[src/rtl/insn_obi_arbiter.sv]
// Two-master OBI instruction-fetch arbiter with in-order response routing via an ID FIFO.
// Define OBI_ARB_FIXED_PRIO_EN for fixed priority (m0 wins); default is round-robin.
module insn_obi_arbiter #(
  parameter int unsigned MAX_OUTSTANDING = 2
) (
  input  logic        clk_i,
  input  logic        rst_ni,
  input  logic        m0_req_i,
  output logic        m0_gnt_o,
  input  logic [31:0] m0_addr_i,
  output logic        m0_rvalid_o,
  output logic [31:0] m0_rdata_o,
  input  logic        m1_req_i,
  output logic        m1_gnt_o,
  input  logic [31:0] m1_addr_i,
  output logic        m1_rvalid_o,
  output logic [31:0] m1_rdata_o,
  output logic        s_req_o,
  input  logic        s_gnt_i,
  output logic [31:0] s_addr_o,
  input  logic        s_rvalid_i,
  input  logic [31:0] s_rdata_i,
  output logic        err_o
);

  localparam int unsigned CNT_W = $clog2(MAX_OUTSTANDING + 1);
  localparam int unsigned PTR_W = (MAX_OUTSTANDING > 1) ? $clog2(MAX_OUTSTANDING) : 1;
  localparam logic [CNT_W-1:0] MAX_CNT  = CNT_W'(MAX_OUTSTANDING);
  localparam logic [PTR_W-1:0] LAST_PTR = PTR_W'(MAX_OUTSTANDING - 1);

  logic [MAX_OUTSTANDING-1:0] id_fifo_q;
  logic [PTR_W-1:0]           wr_ptr_q, rd_ptr_q;
  logic [CNT_W-1:0]           cnt_q;
  logic                       lock_q, lock_id_q;
  logic                       err_q;
  logic                       sel, hs, pop, head, full;
`ifndef OBI_ARB_FIXED_PRIO_EN
  logic                       rr_last_q;
`endif

  function automatic logic [PTR_W-1:0] ptr_inc(input logic [PTR_W-1:0] p);
    return (p == LAST_PTR) ? '0 : p + PTR_W'(1);
  endfunction

  always_comb begin
    sel = 1'b0;
    if (lock_q) begin
      sel = lock_id_q;
    end else if (m0_req_i && m1_req_i) begin
`ifdef OBI_ARB_FIXED_PRIO_EN
      sel = 1'b0;
`else
      sel = ~rr_last_q;
`endif
    end else if (m1_req_i) begin
      sel = 1'b1;
    end
  end

  assign full     = (cnt_q == MAX_CNT);
  assign s_req_o  = (m0_req_i | m1_req_i) & ~full;
  assign s_addr_o = sel ? m1_addr_i : m0_addr_i;
  assign hs       = s_req_o & s_gnt_i;
  assign m0_gnt_o = hs & ~sel;
  assign m1_gnt_o = hs & sel;

  // Pop reads the head before any same-cycle push lands, keeping response order intact.
  assign pop         = s_rvalid_i & (cnt_q != '0);
  assign head        = id_fifo_q[rd_ptr_q];
  assign m0_rvalid_o = pop & ~head;
  assign m1_rvalid_o = pop & head;
  assign m0_rdata_o  = m0_rvalid_o ? s_rdata_i : '0;
  assign m1_rdata_o  = m1_rvalid_o ? s_rdata_i : '0;
  assign err_o       = err_q;

  always_ff @(posedge clk_i or negedge rst_ni) begin
    if (!rst_ni) begin
      id_fifo_q <= '0;
      wr_ptr_q  <= '0;
      rd_ptr_q  <= '0;
      cnt_q     <= '0;
      lock_q    <= 1'b0;
      lock_id_q <= 1'b0;
      err_q     <= 1'b0;
`ifndef OBI_ARB_FIXED_PRIO_EN
      rr_last_q <= 1'b1;
`endif
    end else begin
      // An issued but ungranted request stays pinned to its master until accepted.
      if (hs) begin
        lock_q <= 1'b0;
      end else if (s_req_o) begin
        lock_q    <= 1'b1;
        lock_id_q <= sel;
      end
      if (hs) begin
        id_fifo_q[wr_ptr_q] <= sel;
        wr_ptr_q            <= ptr_inc(wr_ptr_q);
`ifndef OBI_ARB_FIXED_PRIO_EN
        rr_last_q           <= sel;
`endif
      end
      if (pop) begin
        rd_ptr_q <= ptr_inc(rd_ptr_q);
      end
      if (hs && !pop) begin
        cnt_q <= cnt_q + CNT_W'(1);
      end else if (!hs && pop) begin
        cnt_q <= cnt_q - CNT_W'(1);
      end
      if (s_rvalid_i && (cnt_q == '0)) begin
        err_q <= 1'b1;
      end
    end
  end

endmodule

[config.mk]
export PLATFORM = sky130hd
export DESIGN_NAME = insn_obi_arbiter
export DESIGN_NICKNAME = d
export VERILOG_FILES = /design/src/rtl/insn_obi_arbiter.sv
export SDC_FILE = /design/constraint.sdc
export NUM_CORES = 1
export LEC_CHECK = 0
export BUFFER_PORTS_ARGS = -buffer_cell sky130_fd_sc_hd__buf_2
export CORE_AREA = 3 3 78 80
export CTS_CLUSTER_SIZE = 30
export DETAILED_ROUTE_END_ITERATION = 12
export DIE_AREA = 0 0 81 83
export HOLD_SLACK_MARGIN = 0.15
export PLACE_DENSITY = 0.71
export SLEW_MARGIN = 25
export SYNTH_ARGS = -nofsm -noshare
export SYNTH_HDL_FRONTEND = slang
export SYNTH_SLANG_ARGS = --single-unit
[constraint.sdc]
create_clock -name clk_i -period 2.2 [get_ports clk_i]
set_clock_uncertainty 0.1 [all_clocks]
set_input_delay 0.22 -clock clk_i [delete_from_list [all_inputs] [get_ports clk_i]]
set_output_delay 0.22 -clock clk_i [all_outputs]
set_load 0.05 [all_outputs]
==> out/results.ini <==
[outcome]
status=complete, no violations

[floorplan]
rows=27
die-area_mm2=0.00672
initial_core_util_pct=23.8
ios=204
die_x_um=81
core_mm2=0.00547
die_y_um=83

[synthesis]
synth_edf_count=0
syn-cell-area_mm2=0.00130
yosysSeqAreaShare_pct=19.3
synth_cell_types=27
yosysTopAreaCellShare_pct=30.8
synth_top_area_cell=and2_1
syn-mean-instance-area_um2=8.67
synthesis.nets=253
syn_inst=150
synth.area.top_cells=and2_1, mux2_2, dfrtp_1, dfstp_2, nor2_1
ys_async_sr_fraction_pct=100
ys_ff_latch=10
yosysWarnings=0
synth_ff_type=dfrtp_1

[grt]
grt_pass1_wl_um=8090
antenna_found_initial=0
overflow=0
grt_usage_pct=14.9
grt_pass1_vias=1789
grt_max_degree=35

[sta]
rsz0062_at_grt=true
setup_violations=0
fmax_mhz=460
finalHoldViolations=0
drv_slew=0
worst_slew_pin_slew_ns=0.297
post-route-worst-setup-slack_ns=0.0256
max_slew_margin_pct=80.1
period_needed_ns=2.17
fin_crit_sh_pct=98.8

[detailed_routing]
routedWlPerCell_um=13.2
antenna_left=0
drc_errors=0
wl_um=5620
vias=1823
firstDrtPassIters=3
drt_iter0_drc=22
viasPerCell=4.27

[worst_setup_path]
critPathCaptureType=output pin
start_kind=flop
critPathKind=reg2out
required_ns=1.88
critPathMaxFanout=34
crit_arrival_ns=1.85

[cells_and_area]
drive_gt1_share_pct=71.3
area_growth_pct=94.1
antenna_cells=0
n_fill_cell=540
final_area_mm2=0.00253
finalNetCount=459

[job]
cap_violations=0

[placement]
dp.final_hpwl_um=4860
io_buffers=203
place_congestion=0.828
post-place-ws_ns=0.266
placed_cell_area_mm2=0.00239

[clock_network]
clk_latency_ns=0.23
htree_num_levels=1
path_clk_slew_ns=0.05
clock_path_buffers=2
cts_root_buffer=clkbuf_8
cts_tree=yes
numCtsBuffers=3
cts.sinks=10

[worst_hold_path]
hold_path.class=in2reg

[power_and_ir_drop]
power_w=0.00395
power_density_mw_per_mm2=1560
peakVddDrop_mv=1.27
leakage_nw=1.49

## layer usage
layer / wire length (um) / global-route usage (%) / vias up
met5: 0 / 0 / -
met4: 102 / 4.45 / 0
met3: 671 / 4.01 / 8
met2: 3000 / 29.8 / 126
met1: 1840 / 14.1 / 780
li1: - / - / 909
## report_power, final
part,switching (W),internal [W]
registers,0.0000846,0.000275
logic,0.00237,0.000996
clock network,0.0000644,0.000157
total,0.00252,0.00143
## synthesized netlist by cell type (2+ instances only)
cell,count
and2_1,64
buf_2,3
buf_4,3
clkbuf_1,4
dfrtp_1,9
mux2_2,34
nand2_1,2
nor2_1,7
nor2b_1,2
nor3_1,2
xnor2_1,3
xor2_1,2
## repair_timing
action                     4_1_cts  5_1_grt
resized for setup                0       17
buffers inserted                 0        1
setup endpoints to repair        0       80
hold endpoints to repair        11        0
hold buffers                     2        0
## cell families after synthesis
kind of cell	share of synthesized area (%)
fa+ha+maj	0.961
xor+xnor	3.37
buf+inv	4.61
compound gates	4.42
flops	19.3
simple gates	36.3
mux	31.1
## cells in the final DEF (no fill, tap or decap), types with 2 or more instances in the layout
cell type      synthesis  routed
clkbuf_8               0       4
buf_6                  0       4
nor3_1                 2       2
and2_1                64      64
nor2_1                 7       7
dfrtp_1                9       9
mux2_2                34      34
dlygate4sd3_1          0       2
nor2b_2                1       2
xor2_1                 2       2
buf_2                  3     196
clkbuf_4               0       7
nand2_1                2       2
xnor2_1                3       3
## path summary, 6_finish.rpt
| path | start | to | slack (ns) | cells after the start |
|---|---|---|---|---|
| min | s_gnt_i | id_fifo_q[0] | 0.24 | 4 |
| max reg2reg | cnt_q[1] | cnt_q[1] | 0.26 | 6 |
| min in group asynchronous | rst_ni | lock_q | 0.29 | 2 |
| min reg2reg | err_o | err_o | 0.38 | 1 |
| max in group asynchronous | rst_ni | rr_last_q | 1.46 | 2 |
| max | rr_last_q | s_addr_o[31] | 0.03 | 5 |
## registers in the layout, summed over array words and instances (netlist names)
| register | flops |
|---|---|
| cnt_q | 2 |
| lock_id_q | 1 |
| rr_last_q | 1 |
| wr_ptr_q | 1 |
| lock_q | 1 |
| rd_ptr_q | 1 |
| id_fifo_q | 2 |
| err_o | 1 |
## layout make-up
cell class / instances / area (um2) / area share [%]
well taps: 72 / 90.1 / 3.57
clock buffers: 4 / 55.1 / 2.18
multi-input cells: 128 / 996 / 39.4
repair buffers: 211 / 1130 / 44.6
flip-flops and latches: 10 / 251 / 9.96
inverters: 2 / 7.51 / 0.297
## metrics by stage
| step | utilization, % | std cells | hold WS, ns | TNS (ns) |
|---|---|---|---|---|
| 2_1_floorplan | - | 150 | -0.176 | 0 |
| 3_3_place_gp | 43.7 | 418 | -0.0133 | 0 |
| 3_5_place_dp | 43.7 | 418 | -0.00701 | 0 |
| 4_1_cts | 45.0 | 424 | 0.232 | 0 |
| 5_1_grt | 46.2 | 427 | 0.289 | -0.207 |
| 6_report | 46.2 | 427 | 0.243 | 0 |
## worst max-delay path, stage by stage (launching register included)
cell and delay, ns:
dfstp_2 0.53, nand2_1 0.08, a22oi_2 0.18, buf_12 0.23, mux2_2 0.37, buf_2 0.22
Power figures use the tool's default switching activity.
